$ cat src/rtl/am_cfg_sched_pkg.sv
// Shared types and default tuning constants for the AM config scheduler.
// Also reused by the AM generator for its reset tuning words.
package am_cfg_sched_pkg;

  typedef enum logic [1:0] {
    ST_INIT  = 2'd0,
    ST_IDLE  = 2'd1,
    ST_LOAD  = 2'd2,
    ST_DWELL = 2'd3
  } state_e;

  typedef enum logic [1:0] {
    MODE_FS    = 2'd0,
    MODE_FC    = 2'd1,
    MODE_DEPTH = 2'd2
  } mode_e;

  localparam int          AM_PHASE_W   = 32;
  localparam logic [31:0] AM_FC_DEFAULT = 32'h0400_0000;
  localparam logic [31:0] AM_FC_MIN     = 32'h0100_0000;
  localparam logic [31:0] AM_FC_MAX     = 32'h1000_0000;
  localparam logic [31:0] AM_FC_STEP    = 32'h0010_0000;
  localparam logic [31:0] AM_FS_MIN     = 32'h0001_0000;
  localparam logic [31:0] AM_FS_MAX     = 32'h0040_0000;
  localparam logic [31:0] AM_FS_STEP    = 32'h0001_0000;
  localparam logic [7:0]  AM_DEPTH_MAX  = 8'd255;

  function automatic mode_e next_mode(input mode_e m);
    case (m)
      MODE_FS:  next_mode = MODE_FC;
      MODE_FC:  next_mode = MODE_DEPTH;
      default:  next_mode = MODE_FS;
    endcase
  endfunction

endpackage

$ cat src/rtl/am_cfg_sched_sat_step.sv
// Saturating up/down step of one tuning quantity.
// Computes in W+1 bits so neither direction can wrap.
module sat_step #(
  parameter int W = 32
) (
  input  logic [W-1:0] i_value,
  input  logic [W-1:0] i_step,
  input  logic [W-1:0] i_lo,
  input  logic [W-1:0] i_hi,
  input  logic         i_up,
  input  logic         i_down,
  output logic [W-1:0] o_next,
  output logic         o_changed
);

  logic [W:0] w_sum;
  logic [W:0] w_floor;

  assign w_sum   = {1'b0, i_value} + {1'b0, i_step};
  assign w_floor = {1'b0, i_lo} + {1'b0, i_step};

  always_comb begin
    o_next = i_value;
    if (i_up && !i_down) begin
      if (w_sum > {1'b0, i_hi}) o_next = i_hi;
      else                      o_next = w_sum[W-1:0];
    end else if (i_down && !i_up) begin
      if ({1'b0, i_value} < w_floor) o_next = i_lo;
      else                           o_next = i_value - i_step;
    end
  end

  assign o_changed = (o_next != i_value);

endmodule

$ cat src/rtl/am_cfg_sched.sv
// Turns key pulses and an optional fs sweep into validated
// DDS configuration updates delivered over valid/ready.
module am_cfg_sched
  import am_cfg_sched_pkg::*;
#(
  parameter int                 PHASE_W    = AM_PHASE_W,
  parameter logic [PHASE_W-1:0] FC_DEFAULT = AM_FC_DEFAULT,
  parameter logic [PHASE_W-1:0] FC_MIN     = AM_FC_MIN,
  parameter logic [PHASE_W-1:0] FC_MAX     = AM_FC_MAX,
  parameter logic [PHASE_W-1:0] FC_STEP    = AM_FC_STEP,
  parameter logic [PHASE_W-1:0] FS_MIN     = AM_FS_MIN,
  parameter logic [PHASE_W-1:0] FS_MAX     = AM_FS_MAX,
  parameter logic [PHASE_W-1:0] FS_STEP    = AM_FS_STEP,
  parameter int                 DEPTH_STEP = 16,
  parameter int                 DWELL      = 1_000_000
) (
  input  logic               clk,
  input  logic               rst_n,
  input  logic               key_up,
  input  logic               key_down,
  input  logic               key_mode,
  input  logic               sweep_en,
  input  logic               cfg_ready,
  output logic               cfg_valid,
  output logic [PHASE_W-1:0] fc_word,
  output logic [PHASE_W-1:0] fs_word,
  output logic [7:0]         depth,
  output logic [1:0]         mode,
  output logic               busy
);

  localparam int CW = (DWELL > 2) ? $clog2(DWELL) : 1;
  localparam logic [CW-1:0] LAST = CW'(DWELL - 1);

  state_e             r_state, w_nstate;
  mode_e              r_mode, w_mode;
  logic [PHASE_W-1:0] r_fc, w_fc, r_fs, w_fs;
  logic [7:0]         r_dp, w_dp;
  logic [CW-1:0]      r_cnt, w_cnt;
  logic               r_valid, r_busy;

  logic [PHASE_W-1:0] w_fs_nxt, w_fc_nxt, w_fs_wrap;
  logic [7:0]         w_dp_nxt;
  logic               w_fs_chg, w_fc_chg, w_dp_chg;
  logic [PHASE_W:0]   w_fs_sum;

  sat_step #(.W(PHASE_W)) u_fs (
    .i_value(r_fs), .i_step(FS_STEP),
    .i_lo(FS_MIN), .i_hi(FS_MAX),
    .i_up(key_up), .i_down(key_down),
    .o_next(w_fs_nxt), .o_changed(w_fs_chg)
  );

  sat_step #(.W(PHASE_W)) u_fc (
    .i_value(r_fc), .i_step(FC_STEP),
    .i_lo(FC_MIN), .i_hi(FC_MAX),
    .i_up(key_up), .i_down(key_down),
    .o_next(w_fc_nxt), .o_changed(w_fc_chg)
  );

  sat_step #(.W(8)) u_dp (
    .i_value(r_dp), .i_step(8'(DEPTH_STEP)),
    .i_lo(8'd0), .i_hi(AM_DEPTH_MAX),
    .i_up(key_up), .i_down(key_down),
    .o_next(w_dp_nxt), .o_changed(w_dp_chg)
  );

  // Sweep wraps to the bottom instead of saturating
  assign w_fs_sum  = {1'b0, r_fs} + {1'b0, FS_STEP};
  assign w_fs_wrap = (w_fs_sum > {1'b0, FS_MAX}) ?
                     FS_MIN : w_fs_sum[PHASE_W-1:0];

  always_comb begin
    w_nstate = r_state;
    w_mode   = r_mode;
    w_fc     = r_fc;
    w_fs     = r_fs;
    w_dp     = r_dp;
    w_cnt    = r_cnt;
    unique case (r_state)
      ST_INIT: w_nstate = ST_LOAD;
      ST_IDLE: begin
        if (sweep_en) begin
          w_nstate = ST_DWELL;
          w_cnt    = '0;
        end else if (key_mode) begin
          w_mode = next_mode(r_mode);
        end else begin
          case (r_mode)
            MODE_FS: if (w_fs_chg) begin
              w_fs     = w_fs_nxt;
              w_nstate = ST_LOAD;
            end
            MODE_FC: if (w_fc_chg) begin
              w_fc     = w_fc_nxt;
              w_nstate = ST_LOAD;
            end
            MODE_DEPTH: if (w_dp_chg) begin
              w_dp     = w_dp_nxt;
              w_nstate = ST_LOAD;
            end
            default: ;
          endcase
        end
      end
      ST_LOAD: begin
        if (cfg_ready) begin
          w_nstate = sweep_en ? ST_DWELL : ST_IDLE;
          w_cnt    = '0;
        end
      end
      ST_DWELL: begin
        if (!sweep_en) begin
          w_nstate = ST_IDLE;
          w_cnt    = '0;
        end else if (r_cnt == LAST) begin
          w_fs     = w_fs_wrap;
          w_nstate = ST_LOAD;
          w_cnt    = '0;
        end else begin
          w_cnt = r_cnt + CW'(1);
        end
      end
      default: w_nstate = ST_INIT;
    endcase
  end

  always_ff @(posedge clk) begin
    if (!rst_n) begin
      r_state <= ST_INIT;
      r_mode  <= MODE_FS;
      r_fc    <= FC_DEFAULT;
      r_fs    <= FS_MIN;
      r_dp    <= AM_DEPTH_MAX;
      r_cnt   <= '0;
      r_valid <= 1'b0;
      r_busy  <= 1'b0;
    end else begin
      r_state <= w_nstate;
      r_mode  <= w_mode;
      r_fc    <= w_fc;
      r_fs    <= w_fs;
      r_dp    <= w_dp;
      r_cnt   <= w_cnt;
      r_valid <= (w_nstate == ST_LOAD);
      r_busy  <= (w_nstate != ST_IDLE);
    end
  end

  assign cfg_valid = r_valid;
  assign fc_word   = r_fc;
  assign fs_word   = r_fs;
  assign depth     = r_dp;
  assign mode      = r_mode;
  assign busy      = r_busy;

endmodule
$ cat config.mk
export PLATFORM = sky130hd
export DESIGN_NAME = am_cfg_sched
export DESIGN_NICKNAME = d
export VERILOG_FILES = /design/src/rtl/am_cfg_sched_pkg.sv /design/src/rtl/am_cfg_sched_sat_step.sv /design/src/rtl/am_cfg_sched.sv
export SDC_FILE = /design/constraint.sdc
export NUM_CORES = 1
export LEC_CHECK = 0
export ABC_AREA = 1
export CAP_MARGIN = 20
export CORE_ASPECT_RATIO = 1.1
export CORE_MARGIN = 4
export CORE_UTILIZATION = 30
export CTS_CLUSTER_DIAMETER = 200
export DETAILED_ROUTE_END_ITERATION = 12
export DONT_BUFFER_PORTS = 1
export PLACE_DENSITY = 0.43
export SYNTH_ARGS = -nofsm -noshare
export SYNTH_HDL_FRONTEND = slang
export SYNTH_SLANG_ARGS = --single-unit
$ cat constraint.sdc
create_clock -name clk -period 5.29 [get_ports clk]
set_clock_uncertainty 0.15 [all_clocks]
set_input_delay 0.2645 -clock clk [delete_from_list [all_inputs] [get_ports clk]]
set_output_delay 0.2645 -clock clk [all_outputs]
set_load 0.02 [all_outputs]
# After elaboration in Yosys (flattened, before gate mapping)
# Cells that the tools add are included.
# Widths: inputs -> output; s select.
dict set report word_totals {
  regBits 98
  wordCells 92
  in_bits 7
}
dict set report classes {
  n_mux 37
  n_lt_le_gt_ge 6
  n_addsub 7
  bitwise_logic 2
  n_reduce_logical 13
  eq_ne 19
}
# operator n
set ops {}
lappend ops {{$mux 32} 15}
lappend ops {{$mux 20} 4}
lappend ops {{$ne 32x32->1} 2}
lappend ops {{$pmux 32 s2} 1}
lappend ops {{$pmux 20 s3} 1}
lappend ops {{$add 32x17->33 const B} 1}
lappend ops {{$add 32x21->33 const B} 1}
lappend ops {{$gt 33x23->1 const B} 1}
lappend ops {{$gt 33x29->1 const B} 1}
lappend ops {{$lt 32x18->1 const B} 1}
lappend ops {{$lt 32x25->1 const B} 1}
lappend ops {{$mux 8} 4}
lappend ops {{$sub 32x17->32 const B} 1}
lappend ops {{$sub 32x21->32 const B} 1}
lappend ops {{$add 20x1->20 const B} 1}
lappend ops {{$eq 20x20->1 const B} 1}
lappend ops {{$mux 2} 9}
lappend ops {{$ne 2x2->1 const B} 6}
lappend ops {{$reduce_and 5->1} 2}
lappend ops {{$add 8x5->9 const B} 1}
lappend ops {{$gt 9x8->1 const B} 1}
lappend ops {{$eq 2x2->1 const B} 4}
lappend ops {{$lt 8x5->1 const B} 1}
lappend ops {{$ne 8x8->1} 1}
lappend ops {{14 further kinds} 22}

# Logic depth before layout (Yosys ltp)
# Gate-level depths: netlist of the first run.
dict set report depth {
  word_depth 11
  mapped_depth 25
}

# Modules after synthesis
# From an unflattened synthesis of the first run, not the netlist that was laid out.
dict set report hier_totals {
  hier_cells 4730
  area_unflattened_um2 26623.0
}
# mod instances cells_per_inst area_per_inst_um2 seq_area_each_um2
set modules_own_cells {}
lappend modules_own_cells {{sat_step at u_fs} 1 1891 9993.3 0.0}
lappend modules_own_cells {{sat_step at u_fc} 1 1825 9850.7 0.0}
lappend modules_own_cells {am_cfg_sched 1 674 4755.8 1961.9}
lappend modules_own_cells {{sat_step at u_dp} 1 340 2023.2 0.0}

# Worst setup path after synthesis of the first run
# No wires, ideal clock.
dict set report synth_timing {
  kind {register to register}
  startpoint {register r_fs[16], in the netlist fs_word[16]}
  endpoint {register r_fs[24], in the netlist fs_word[24]}
  setup_slack_ps 2285
  required_time_ps 5072
  n_path_buf 2
  synth_period_minus_slack_ps 3005
  setup_ps 68
  path_stages_with_launch 24
  arrival_ps 2787
  path_cell_list {dfxtp_1 > ha_1 > nand3_2 > nor2_2 > nand2_1 > nand2_1 > nand2_1 > nor2_1 > nand2_1 > nor2_2 > nor2_1 > nand2_2 > nand2_2 > nand2_1 > nand2_1 > nor2_1 > nand3_1 > nor2_2 > nand2_2 > buf_6 > nand2_4 > buf_6 > nand2_1 > a21oi_2}
}
dict set report synth_between {
  elab_chain_cells 9
  elab_cells_between_ends 19
}
# item line_no
set synth_lines {}
lappend synth_lines {{start, declared} am_cfg_sched.sv:37} ;# logic [PHASE_W-1:0] r_fc, w_fc, r_fs, w_fs;
lappend synth_lines {{start signal, assigned} am_cfg_sched.sv:142} ;# r_fs <= w_fs;
lappend synth_lines {{parallel branches: the longest is 9 deep, another holds $add 32x17->33} -}
# Several ways; the timed one is not identified. The select of a mux whose other input is x is not followed.
# A chain may end at the register's enable or synchronous reset.

# Final worst setup path of the first run
dict set report layout_timing {
  startpoint {register r_fc[25], in the netlist fc_word[25]}
  endpoint {register r_fc[17], in the netlist fc_word[17]}
}
dict set report layout_between {
  elab_chain_cells 6
  elab_cells_between_ends 10
}
# item line_no
set layout_lines {}
lappend layout_lines {{start, declared} am_cfg_sched.sv:37}
lappend layout_lines {{start signal, assigned} am_cfg_sched.sv:141} ;# r_fc <= w_fc;
lappend layout_lines {{$add 32x21->33, or another cell as far along} am_cfg_sched_sat_step.sv:19} ;# assign w_sum = {1'b0, i_value} + {1'b0, i_step};
lappend layout_lines {{$gt 33x29->1 or $mux 32 (tied branches)} {am_cfg_sched_sat_step.sv:25, am_cfg_sched_sat_step.sv:28}}
lappend layout_lines {{$mux 32, on equally long branches} {am_cfg_sched_sat_step.sv:25, am_cfg_sched_sat_step.sv:27}}
lappend layout_lines {{$mux 32} am_cfg_sched_sat_step.sv:24} ;# if (i_up && !i_down) begin
lappend layout_lines {{$ne 32x32->1} am_cfg_sched_sat_step.sv:33} ;# assign o_changed = (o_next != i_value);
lappend layout_lines {{$reduce_and 5->1 (no line)} -}
# Several ways; a longest one is shown, not always the timed one.

==> qor.txt, run 1 <==
CP required = 5.38 ns
FMAX = 236.2 MHz
RR Startpoint = fc_word[25]$_SDFFE_PN0P_
global-route wire length before repair = 36.97 mm
max-cap viol count = 0
CTS H-tree depth = 3
largest net degree at the start of global routing = 55
Die ar. = 0.02576 sq mm
# resized after CTS = 0
Cell Area, Synth = 0.006975 sq mm
dpl hpwl = 17.12 mm
Critical Path End Type = register
Cell Area, Placed = 0.007153 sq mm
Syn-to-layout area delta = 8.072%
initial core utilization = 30.51%
via count = 7053
Hold Path Origin = sweep_en
vias in the first global route = 6568
hold endpoint = r_state[1]$_SDFF_PN0_
die height = 167.9 microns
R2R Path End = fc_word[17]$_SDFFE_PN0P_
CP Class = register to register
number of synthesized register bits = 98
Ys Warns = 0
die width = 153.4 microns
core area = 0.02286 sq mm
Hold WC Path Type = primary input to register
CP dominant cell by count = nand2_1
per-cell routed wire length = 16.22 microns
final hold vios = 0
DRC = 0
# fillers = 2560
Clock Root Buffer = clkbuf_16
Slew HR = 41.68%
post-route cell area = 0.007538 sq mm
Tmin final = 4.233 ns
RSZ-0062 raised after global routing = no
GRT overflow = 0
RePlAce Congestion = 0.8704
share of layout cells above drive strength 1 = 7.080%
reg2reg setup slack = 1.06 ns
Hold WS = 0.005920 ns
# IOs = 83
Slew Limit Fails = 0
Startpoint Class = register
Mean Syn Cell Area = 6.055 sq um
CTS Buffer Depth = 2
Worst-Margin Slew = 0.8739 ns
Antenna Violating Nets Remaining = 0
cells after synthesis = 1152
initial antenna violation count = 1
Total GRT Usage = 17.64%
worst-skew pair later-pin latency = 0.36 ns
vias per inst = 4.929
Pwr per Cell Area = 219.2 mW/mm^2
CP max stage delay = 0.76 ns
count of different cell masters after synthesis = 53
setup TNS = 0 ns
Arr. time, crit path = 4.33 ns
crit-path cells = nand2_1 -> nor2_1 -> nand2_1 -> nor2_1 -> nand2_1 -> nor2_1 -> nor2_1 -> and2_1 -> nand2_1 -> nand2_4 -> nand2_1 -> o21ai_0 -> nand2_1 -> inv_1 -> nand2_1 -> nor2_1 -> nand2_1 -> nand4_2 -> inv_2 -> nand2_1 -> nand3_1 -> inv_1
worst reg-to-reg path cell count = 22
Final nets = 1142
worst-path maximum fanout = 20
port buffer count = 0
num rows = 58
Tcrit/Tclk final = 80.03%
Worst VDD drop = 0.0001429 V
outcome = complete, no violations
Setup-failing EPs final = 0
P_leak = 3.489 nW
DRT Pass-1 Iters = 5
Num Clock Sinks = 98
final setup margin = 1.057 ns
First DRT Iteration DRCs = 438
TritonCTS buffer count = 9
hold depth = 2
Reg clk slew, reported paths = 0.07 ns
dpl ws = 1.003 ns
final WL = 23.22 mm
CTS tree = done
Synth Net Count = 1169
sequential area share after synthesis = 28.13%
Worst path slowest cell = dfxtp_1
## synth_stat cells (all sizes together)
master   instances  share of area [%]
dfxtp           98                 28
nor2           170                 10
o311ai           1               0.13
a22oi            1               0.11
nor3            29                2.2
o211ai           9               0.97
buf             35                2.9
a21boi           1               0.11
nand2          296                 17
inv            156                8.4
or2              4               0.36
a31oi            4               0.36
nand3          129                9.5
nor4             6               0.54
o31ai            3               0.32
o21bai           1               0.11
xnor2            2               0.25
a211oi           3               0.39
o211a            1               0.14
o22ai            1              0.090
a21oi           55                4.1
clkinv           2               0.13
o221ai           1               0.13
or3              1              0.090
mux2i            2               0.29
o2111ai          1               0.22
o21ai           44                3.2
a221oi           2               0.25
o21a             3               0.32
nand3b           1               0.11
a32oi            1               0.13
xor2            23                2.9
ha              10                1.8
and3             1              0.090
nand4           39                3.6
and2             1              0.090
nor3b            3               0.32
clkbuf          12               0.65
## cell type report
type                    instances  area, sq um  share of cell area, %
multi-input cells             849         4177                  55.40
flip-flops and latches         98         1962                  26.02
inverters                     158        594.3                  7.884
well taps                     300        375.4                  4.979
clock buffers                   9        225.2                  2.988
clock inverters                 7        110.1                  1.461
repair buffers                  9        92.59                  1.228
diodes                          1        2.502                0.03320
## report_power, final
group	switching, W	internal, W	total (W)	leakage, nW
clock network	0.000336	0.000426	0.000761	0.165
logic	0.000101	0.0000383	0.000140	2.53
registers	0.00000925	0.000742	0.000751	0.791
total	0.000446	0.00121	0.00165	3.49
## worst max-delay path: cells and delay by family, from the launching register on
kind,cells,cell delay (ns)
buf+inv,3,0.43
simple gates,18,2.64
flops,1,0.76
compound gates,1,0.15
## worst max-delay path by stage
stage                             start  depth (start not counted)                  endpoint  slack (ns)
3_5_place_dp   fc_word[25]$_SDFFE_PN0P_                         22  fc_word[15]$_SDFFE_PN0P_        1.00
2_1_floorplan  fs_word[16]$_SDFFE_PN1P_                         23  fs_word[24]$_SDFFE_PN0P_        2.29
3_3_place_gp   fc_word[25]$_SDFFE_PN0P_                         22  fc_word[18]$_SDFFE_PN0P_        1.00
6_report       fc_word[25]$_SDFFE_PN0P_                         22  fc_word[17]$_SDFFE_PN0P_        1.06
4_1_cts        fc_word[25]$_SDFFE_PN0P_                         22  fc_word[15]$_SDFFE_PN0P_        0.99
5_1_grt        fc_word[25]$_SDFFE_PN0P_                         22  fc_word[17]$_SDFFE_PN0P_        0.59
## cells by family (layout without fill, tap and decap cells)
| group | count (synthesis) | after routing | synth area share (%) |
|---|---|---|---|
| other cells | 0 | 1 | 0 |
| xor+xnor | 25 | 25 | 3.139 |
| compound gates | 132 | 132 | 10.98 |
| mux | 2 | 2 | 0.2870 |
| fa+ha+maj | 10 | 10 | 1.794 |
| buf+inv | 205 | 183 | 12.04 |
| flops | 98 | 98 | 28.13 |
| simple gates | 680 | 680 | 43.64 |
## layout by cell type, fill, tap and decap left out, types with 10 or more instances in the layout
cell | Yosys | layout
nor2_2 | 17 | 18
nand2_1 | 286 | 286
nor2_1 | 149 | 148
nand3_1 | 125 | 125
o21ai_0 | 42 | 42
ha_1 | 10 | 10
inv_1 | 147 | 147
xor2_1 | 23 | 23
nor3_1 | 27 | 27
nand4_1 | 38 | 38
a21oi_1 | 53 | 53
dfxtp_1 | 98 | 98
## metal layers
layer | track usage, % | share of wire [%] | vias to the layer above
met2 | 30.03 | 47 | 193
met3 | 3.985 | 6.7 | 32
met5 | 0 | 0 | -
li1 | - | - | 3669
met4 | 4.954 | 1.9 | 0
met1 | 22.48 | 44 | 3159
## through the flow
stage	util, %	power [W]	instances
2_1_floorplan	-	0.0008701	1152
3_3_place_gp	31.29	0.0009009	1411
3_5_place_dp	31.29	0.0008993	1411
4_1_cts	32.97	0.001686	1430
5_1_grt	32.97	0.001725	1430
6_report	32.98	0.001652	1431
## state kept, by name (all words and copies together), names as in the netlist
| register | cells |
|---|---|
| busy | 1 |
| r_cnt | 20 |
| cfg_valid | 1 |
| mode | 2 |
| r_state | 2 |
| depth | 8 |
| fs_word | 32 |
| fc_word | 32 |
## repair_timing
item / in CTS / in global routing
setup buffers: 0 / 0
hold endpoints to repair: 57 / 0
hold buffers: 3 / 0
No activity file was read; power rests on OpenSTA's default activity.
==> run 2, diff against run 1 <==
- PLACE_DENSITY: 0.43 -> 0.44
- clock period: 5.29 -> 3.8 ns (I/O delays scaled with it)
==> run 2 against run 1 <==
Effect of this change: non-clock buffer count grew 47; critical path depth shrank 1; via count grew 3.4%; final area grew 3.9%; die area is the same; clock-buffer cell count grew 1; largest power group is now sequential cells.
==> qor.txt, run 2 (synthesized netlist as in run 1, its figures left out) <==
Startpoint Class = register (unchanged)
Total GRT Usage = 17.89% (was 17.64%)
wire length on met2 = 11.28 mm (was 10.93 mm)
Clock Root Buffer = clkbuf_16 (unchanged)
worst-path maximum fanout = 20 (unchanged)
uppermost routed layer = met4 (unchanged)
CP Class = register to register (unchanged)
global-route wire length before repair = 37.54 mm (was 36.97 mm)
met3 WL = 1.285 mm (was 1.564 mm)
Arr. time, crit path = 3.66 ns (was 4.33 ns)
Syn-to-layout area delta = 12.32% (was 8.072%)
Slew HR = 34.98% (was 41.68%)
RSZ-0062 raised after global routing = no (unchanged)
vias in the first global route = 6788 (was 6568)
CP top delay family = simple AND/OR/NAND/NOR gates (unchanged)
Hold WC Path Type = primary input to register (unchanged)
CP max stage delay = 0.49 ns (was 0.76 ns)
FMAX = 284.8 MHz (was 236.2 MHz)
Tmin final = 3.511 ns (was 4.233 ns)
Antenna Violating Nets Remaining = 0 (unchanged)
n_diodes = 0 (was 1)
Hold WS = 0.01507 ns (was 0.005920 ns)
Slew Limit Fails = 0 (unchanged)
postcts setup bufs = 0 (unchanged)
Worst path slowest cell = dfxtp_2 (was dfxtp_1)
largest net degree at the start of global routing = 55 (unchanged)
outcome = complete, no violations (unchanged)
die width = 153.4 microns (unchanged)
First DRT Iteration DRCs = 352 (was 438)
per-cell routed wire length = 16.08 microns (was 16.22 microns)
Critical Path End Type = register (unchanged)
CTS tree = done (unchanged)
P_leak = 3.685 nW (was 3.489 nW)
CP required = 3.95 ns (was 5.38 ns)
initial antenna violation count = 0 (was 1)
max-cap viol count = 0 (unchanged)
CP dominant cell by count = nand2_1 (unchanged)
share of layout cells above drive strength 1 = 10.80% (was 7.080%)
Tcrit/Tclk final = 92.39% (was 80.03%)
worst-skew pair later-pin latency = 0.36 ns (about the same)
Reg clk slew, reported paths = 0.07 ns (about the same)
port buffer count = 0 (unchanged)
commonest non-fill, non-tap cells in the layout = nand2_1, nor2_1, inv_1 (unchanged)
final hold vios = 0 (unchanged)
Setup-failing EPs final = 0 (unchanged)
setup TNS = 0 ns (unchanged)
DRT Pass-1 Iters = 7 (was 5)
most common cell after layout, fill and taps aside = nand2_1 (unchanged)
Die ar. = 0.02576 sq mm (unchanged)
RePlAce Congestion = 0.8685 (was 0.8704)
WP buf/inv = 6 (was 3)
fin util = 34.27% (was 32.98%)
GRT overflow = 0 (unchanged)
# IOs = 83 (unchanged)
dpl hpwl = 17.94 mm (was 17.12 mm)
initial core utilization = 30.51% (unchanged)
M1 WL = 10.54 mm (was 10.28 mm)
num rows = 58 (unchanged)
CTS H-tree depth = 3 (unchanged)
Worst VDD drop = 0.0002032 V (was 0.0001429 V)
core area = 0.02286 sq mm (unchanged)
crit-path cells = inv_1 -> ha_1 -> nand3_1 -> inv_1 -> nor2_1 -> nor3_2 -> nor2_1 -> nand3_1 -> nand2_1 -> xor2_1 -> nand2_1 -> inv_1 -> nand2_1 -> nor2_1 -> nand2_1 -> nand4_2 -> inv_2 -> nand2_1 -> buf_4 -> nand3_1 -> inv_1 (was nand2_1 -> nor2_1 -> nand2_1 -> nor2_1 -> nand2_1 -> nor2_1 -> nor2_1 -> and2_1 -> nand2_1 -> nand2_4 -> nand2_1 -> o21ai_0 -> nand2_1 -> inv_1 -> nand2_1 -> nor2_1 -> nand2_1 -> nand4_2 -> inv_2 -> nand2_1 -> nand3_1 -> inv_1)
final WL = 23.74 mm (was 23.22 mm)
CTS Buffer Depth = 2 (unchanged)
Final nets = 1189 (was 1142)
TritonCTS buffer count = 9 (unchanged)
vias per inst = 4.943 (was 4.929)
DRC = 0 (unchanged)
Pwr per Cell Area = 274.4 mW/mm^2 (was 219.2 mW/mm^2)
via count = 7296 (was 7053)
Num Clock Sinks = 98 (unchanged)
Worst-Margin Slew = 0.9743 ns (was 0.8739 ns)
die height = 167.9 microns (unchanged)
## run 2: final timing paths
check / from / to / slack, ns / cells past startpoint
hold / removal: key_mode / depth[4]$_SDFFE_PN1P_ / 0.02 / 3
setup reg to reg: fc_word[21]$_SDFFE_PN0P_ / fc_word[17]$_SDFFE_PN0P_ / 0.29 / 21
setup / recovery: fc_word[21]$_SDFFE_PN0P_ / fc_word[17]$_SDFFE_PN0P_ / 0.29 / 21
hold reg to reg: r_cnt[1]$_SDFFE_PN0P_ / r_cnt[1]$_SDFFE_PN0P_ / 0.34 / 2
## run 2: through the flow
step | cells | power, W | cell area, sq um | setup slack, ns
floorplan | 1152 | 0.001211 | 6975 | 0.7952
global placement | 1456 | 0.001265 | 7491 | 0.1138
detailed placement | 1456 | 0.001263 | 7491 | 0.1421
CTS | 1476 | 0.002183 | 7829 | 0.1064
global route | 1476 | 0.002237 | 7835 | 0.02004
finish | 1476 | 0.002150 | 7835 | 0.2892
## run 2: tightest hold or removal path, cell delays in order
cell	delay (ns)
nor3_2	0.03
inv_1	0.16
o21ai_0	0.10
## run 2: cell type report
class / count / area (sq um)
fillers: 2607 / 15020
multi-input cells: 849 / 4179
flip-flops and latches: 98 / 1966
inverters: 158 / 594.3
repair buffers: 56 / 450.4
well taps: 300 / 375.4
clock buffers: 10 / 229.0
clock inverters: 5 / 41.29
## run 2: power by group
| part | total, W | internal (W) | switching, W | leakage (nW) |
|---|---|---|---|---|
| clock network | 0.000895 | 0.000447 | 0.000448 | 0.125 |
| logic | 0.000210 | 0.0000644 | 0.000146 | 2.77 |
| registers | 0.00105 | 0.00103 | 0.0000123 | 0.792 |
## run 2: repair_timing
item	in CTS	in global routing
setup endpoints to repair	0	23
gates resized for setup	0	4
endpoints found under the hold margin	57	0
hold buffers	5	0
## run 2: layer usage
| metal | GRT usage (%) | up-vias |
|---|---|---|
| li1 | - | 3761 |
| met1 | 22.32 | 3337 |
| met2 | 30.74 | 160 |
| met3 | 3.548 | 38 |
| met4 | 6.375 | 0 |
| met5 | 0 | - |
